<file path="config.mk">
export PLATFORM = sky130hd
export DESIGN_NAME = fifo_stream_drain
export DESIGN_NICKNAME = d
export VERILOG_FILES = /design/src/rtl/fifo_stream_drain.sv
export SDC_FILE = /design/constraint.sdc
export NUM_CORES = 1
export LEC_CHECK = 0
export ABC_CLOCK_PERIOD_IN_PS = 2500
export CELL_PAD_IN_SITES_DETAIL_PLACEMENT = 1
export CELL_PAD_IN_SITES_GLOBAL_PLACEMENT = 1
export CORE_UTILIZATION = 40
export CTS_CLUSTER_SIZE = 16
export DETAILED_ROUTE_END_ITERATION = 12
export PLACE_DENSITY = 0.77
export SLEW_MARGIN = 20
export SYNTH_ARGS = -nofsm -noshare
export SYNTH_HDL_FRONTEND = slang
export SYNTH_SLANG_ARGS = --single-unit
</file>
<file path="constraint.sdc">
create_clock -name clk -period 2.5 [get_ports clk]
set_clock_uncertainty 0.1 [all_clocks]
set_input_delay 0.375 -clock clk [delete_from_list [all_inputs] [get_ports clk]]
set_output_delay 0.375 -clock clk [all_outputs]
set_load 0.01 [all_outputs]
</file>
<file path="src/rtl/fifo_stream_drain.sv">
// fifo_stream_drain: pops a sync-read FIFO and replays its words as a valid/ready stream.
// Optional pop counter pop_count_o is built only when FIFO_DRAIN_CNT_EN is defined.
module fifo_stream_drain #(
  parameter int DATA_WIDTH = 16,
  parameter int CNT_WIDTH  = 32
) (
  input  logic                  clk,
  input  logic                  reset_n,
  input  logic                  fifo_n_empty_i,
  output logic                  fifo_r_en_o,
  input  logic [DATA_WIDTH-1:0] fifo_data_i,
  input  logic                  flush_i,
  output logic                  v_o,
  output logic [DATA_WIDTH-1:0] data_o,
  input  logic                  ready_i
`ifdef FIFO_DRAIN_CNT_EN
  ,
  output logic [CNT_WIDTH-1:0]  pop_count_o
`endif
);
  logic [DATA_WIDTH-1:0] slots [2];
  logic                  head;
  logic                  tail;
  logic                  inflight;
  logic [1:0]            cnt;
  logic                  handoff;
  logic                  deq;
  logic                  enq;
  logic [2:0]            occ;

  assign v_o     = cnt != 2'd0;
  assign data_o  = slots[head];
  assign handoff = v_o & ready_i;
  assign deq     = handoff & ~flush_i;
  assign enq     = inflight & ~flush_i;
  // Credit counts the word still in flight, so a captured word always finds a free slot.
  assign occ         = {1'b0, cnt} + {2'b0, inflight} - {2'b0, handoff};
  assign fifo_r_en_o = reset_n & fifo_n_empty_i & ~flush_i & (occ < 3'd2);

  always_ff @(posedge clk or negedge reset_n) begin
    if (!reset_n) begin
      cnt      <= 2'd0;
      inflight <= 1'b0;
      head     <= 1'b0;
      tail     <= 1'b0;
      slots[0] <= '0;
      slots[1] <= '0;
    end else begin
      inflight <= fifo_r_en_o;
      if (flush_i) begin
        cnt  <= 2'd0;
        head <= 1'b0;
        tail <= 1'b0;
      end else begin
        cnt <= cnt + {1'b0, enq} - {1'b0, deq};
        if (enq) begin
          slots[tail] <= fifo_data_i;
          tail        <= ~tail;
        end
        if (deq) head <= ~head;
      end
    end
  end

`ifdef FIFO_DRAIN_CNT_EN
  always_ff @(posedge clk or negedge reset_n) begin
    if (!reset_n) pop_count_o <= '0;
    else if (deq) pop_count_o <= pop_count_o + 1'b1;
  end
`endif

  a_cnt_bound: assert property (@(posedge clk) disable iff (!reset_n) cnt != 2'd3);
endmodule

</file>
# Word level (Yosys, flattened, before mapping)
# Index checks and enable logic that the tools add are counted.
# op_classes
n_addsub	4
n_lt_le_gt_ge	4
muxes	11
bitwise	11
n_reduce_logical	5
# ops
op	count
$mux 16	4
$bwmux 32	1
$demux 16 s1	1
$and 1x1->1	6
$reduce_bool 2->1	3
$ge 2x2->1 const B	2
$mux 1	4
$not 1->2	2
$add 2x1->3	1
$lt 3x2->1 const B	1
$not 1->1	3
$sub 3x1->3	1
$add 2x1->2	1
$lt 2x1->1 const B	1
$mux 2	1
$reduce_and 2->1	1
$sub 2x1->2	1
$logic_and 1x1->1	1
# word_totals
register_bits	37
input_bits	21
out_inout_bits	18
word_cells	41

# Logic depth before layout (Yosys ltp)
# depth
depth_word	6
mapped_depth	7
ltp_nobuf	7

# Least setup slack after synthesis
# OpenSTA, ideal clock, no wires.
# synth_path
kind	flip-flop to output port
start	register cnt[1]
end	output port fifo_r_en_o
arrival_ns	1.893
required_ns	2.025
path_slack_ns	0.132
path_stages_with_launch	7
path_buffers	0
cell_sequence	dfrtp_1 -> o21a_1 -> ha_1 -> or2b_1 -> fa_1 -> nand4b_1 -> nor2_1
# synth_between
elab_chain_len	5
word_cells_on_any_way	6
classes_between	2 x add/sub; 1 x order compare; 2 x bitwise; 1 x reduce/logical
# synth_rtl
item	line_no	text
start: declaration	25	logic [1:0] cnt;
start signal: assignment	55	cnt <= cnt + {1'b0, enq} - {1'b0, deq};
parallel branches: the longest is 2 deep, another holds $add 2x1->3	-	
$sub 3x1->3 (*)	37	assign occ = {1'b0, cnt} + {2'b0, inflight} - {2'b0, handoff};
$lt 3x2->1 (*)	38	assign fifo_r_en_o = reset_n & fifo_n_empty_i & ~flush_i & (occ < 3'd2);
$and 1x1->1 (*)	38	
end: declaration	10	output logic fifo_r_en_o,
# Mark *: on every way between the ends.

# Final worst setup path
# layout_path
start	register cnt[0]
end	output port fifo_r_en_o
# Same word-level chain as after synthesis.

==> impl_results.md <==
- Final nets: 193
- Critical path's top delay family: adder cells
- Hold Vio Cnt, Final: 0
- ANT cells: 0
- CP Cell Sequence: o21a_1, ha_1, or2b_1, fa_1, nand4b_1, nor2_1, buf_2
- Total grt overflow: 0
- Post-Synthesis Cells: between 100 and 150
- Max-slew violations: 0
- Fillers: 392
- Final setup fails: 1
- Max Fclk: 363.2 MHz
- Top-count cell post-synth: mux2_2
- Seq/Total Area, Yosys: 0.5370
- Pin count of the biggest net entering global routing: 38
- Antenna violations before repair: 0
- Synthesized net count: 139
- Setup ws final: -0.2531 ns
- Sw frac: 0.2542
- DPL Wire Length: ~2500 um
- Root buf cell: clkbuf_8
- Later-pin clock latency in the skew report: slightly below 0.3 ns
- First-pass iteration count of the detailed router: 4
- Average routed wire per standard cell: 15.43 um
- Io pins: 39
- GPL Wtd Cong: 0.6808
- Initial Util: 0.4249
- Clock share of power: 0.259
- Violated checks: negative setup slack
- Num CTS Buffers: 5
- Drt total wl: around 3400 um
- R2R Path End: cnt[1]
- RSZ-0062 raised after global routing: yes
- CTS Hold Bufs: 0
- Critical path arrival: 2.28 ns
- Synth top area share: 0.5370
- Drc violations: 0
- Post-synth top flop: dfrtp_1
- Synthesized area: about 1700 um^2
- Synthesized flop and latch total: 37
- Vias in the first global route: around 1200
- R2r setup slk: between 0.4 and 0.5 ns
- Startpoint types: register
- CP startpoint: cnt[0]
- Core Box Area: ~4100 um^2
- Total power draw: 0.001978 W
- Final Cycle Share: 1.101
- CTS tree: done
- Placed cell area: 2206 um^2
- Layout overhead on the synthesized area: 35.99%
- Die Span X: 67.66 um
- Yosys cell types: 18
- Post-synth top cells: mux2_2, dfrtp_1, buf_2, nor2_1
- Number of flops mapped to enable cells by yosys: 0
- Clk buf depth: 2
- Worst Path Buf+Inv: 1
- CTS H-tree depth: 2
- PD cells: roughly 840 nW/um^2
- Reg2reg path depth: 10
- Worst path slowest cell: fa_1
- P_int: approximately 0.0015 W
- Worst-path clk slew: 0.07 ns
- DR vias: approximately 1100
- Via density: just under 5
- Share of cells above drive strength 1: 0.4497
- Reg2reg start: cnt[0]
- Port bufs: 38
- NetSw: just over 0.0005 W
- Peak VDD IR: 0.4517 mV
- Synth Warn #: 0
- Comb pwr share: 0.324
- GR Util All Layers: 0.1752
- Critical Path Sink Type: output pin
- Status: finished with violations
- Avg Inst Size Synth: ~15 um^2
- Delay of the slowest critical-path stage: roughly 0.5 ns
- DRC marker count from the first detailed-route iteration: 24
- Total die area: approximately 4600 um^2
- Critical-path maximum fanout: 2
- Post-route cell area: around 2300 um^2
- Ranking of synthesized cells by area: dfrtp_1, mux2_2, ha_1
- Worst endpoint required time: a little over 2 ns
- Std cell rows: 23
- Post-route ant nets: 0
- Min Clock Period, post-route: 2.753 ns
- Max cap viols: 0
- Leak pwr: about 1.1 nW
- Async set-or-reset flop fraction in the synthesized netlist: 1.000
- Synth area leader: dfrtp_1
- Max-Slew Margin vs Limit: 0.6948
- Die Y: roughly 68 um
- Worst hold path type: in2async
- Slew @ Worst Pin: 0.4577 ns
- Critical path class: reg2out
- WHS: 0.04025 ns
- Reg power frac: 0.416
- First-pass GRT wire length: 5602 um
- Clk sinks: 37
==> cell families after synthesis <==
kind of cell | synth area share
compound gates | 0.004356
simple gates | 0.05951
buf+inv | 0.02250
fa+ha+maj | 0.03338
flops | 0.5370
mux | 0.3200
xor+xnor | 0.02322
==> through the flow <==
step / cells / setup slack [ns] / TNS [ns] / util
global route: 219 / -0.3746 / -0.3746 / 0.5779
floorplan: 114 / 0.1318 / 0 / -
finish: 219 / -0.2531 / -0.2531 / 0.5779
global placement: 207 / -0.6400 / -0.6400 / 0.5436
detailed placement: 207 / -0.7900 / -0.7900 / 0.5436
CTS: 217 / -0.3164 / -0.3164 / 0.5742
==> repair_timing <==
item | in CTS | in global routing
buffers inserted | 2 | 2
pin swaps | 5 | 4
endpoints found under the setup margin | 1 | 1
resized for setup | 5 | 0
gates cloned | 0 | 0
==> worst max-delay path by stage <==
stage / end / depth (start not counted) / slack [ns]
after detailed placement: fifo_r_en_o / 8 / -0.79
after global routing: fifo_r_en_o / 7 / -0.37
after CTS: fifo_r_en_o / 7 / -0.32
final: fifo_r_en_o / 7 / -0.25
after global placement: fifo_r_en_o / 8 / -0.64
after floorplan: fifo_r_en_o / 6 / 0.13
==> cell usage in the layout, fill, tap and decap left out <==
cell,count
mux2_2,49
dfrtp_1,37
clkdlybuf4s50_1,35
buf_4,14
clkbuf_8,5
nor2_1,4
nor2b_1,3
ha_1,3
inv_1,2
or2b_1,2
buf_2,2
o21a_1,1
or2_2,1
nand4b_1,1
xor2_1,1
xnor3_1,1
nor3b_4,1
nand3b_4,1
xnor2_1,1
fa_1,1
clkinv_4,1
clkinvlp_4,1
bufinv_16,1
dlygate4sd2_1,1
==> worst register-to-register path: stages, from the launching register on <==
cell     delay (ns)
dfrtp_1        0.38
o21a_1         0.20
buf_4          0.13
buf_4          0.12
buf_4          0.13
nor2b_1        0.12
ha_1           0.28
inv_1          0.06
ha_1           0.14
xnor3_1        0.20
nor2_1         0.09
==> sequential cells by signal (all words and copies together), names as in the netlist <==
name	flops
head	1
tail	1
cnt	2
inflight	1
slots	32
==> per-layer routing <==
layer | up-vias | GRT usage | wire [um]
li1 | 504 | - | -
met1 | 539 | 0.1916 | 1391
met2 | 35 | 0.3094 | 1762
met3 | 6 | 0.05574 | 183
met4 | 0 | 0.07181 | 41
met5 | - | 0 | 0
==> power groups by stage <==
stage	Combinational, W	Sequential (W)	Clock (W)
after floorplan	0.000339	0.000812	0
after global placement	0.000626	0.000820	0
after detailed placement	0.000647	0.000836	0
after CTS	0.000653	0.000823	0.000537
after global routing	0.000695	0.000848	0.000562
final	0.000642	0.000824	0.000512
==> layout make-up <==
| type | instances | area, um^2 | share of cell area |
|---|---|---|---|
| clock buffers | 5 | 68.82 | 0.02935 |
| clock inverters | 3 | 46.29 | 0.01974 |
| inverters | 2 | 7.507 | 0.003202 |
| multi-input cells | 70 | 759.5 | 0.3239 |
| flip-flops and latches | 37 | 925.9 | 0.3949 |
| well taps | 50 | 62.56 | 0.02668 |
| repair buffers | 52 | 474.2 | 0.2022 |
(Power assumes the default switching activity.)
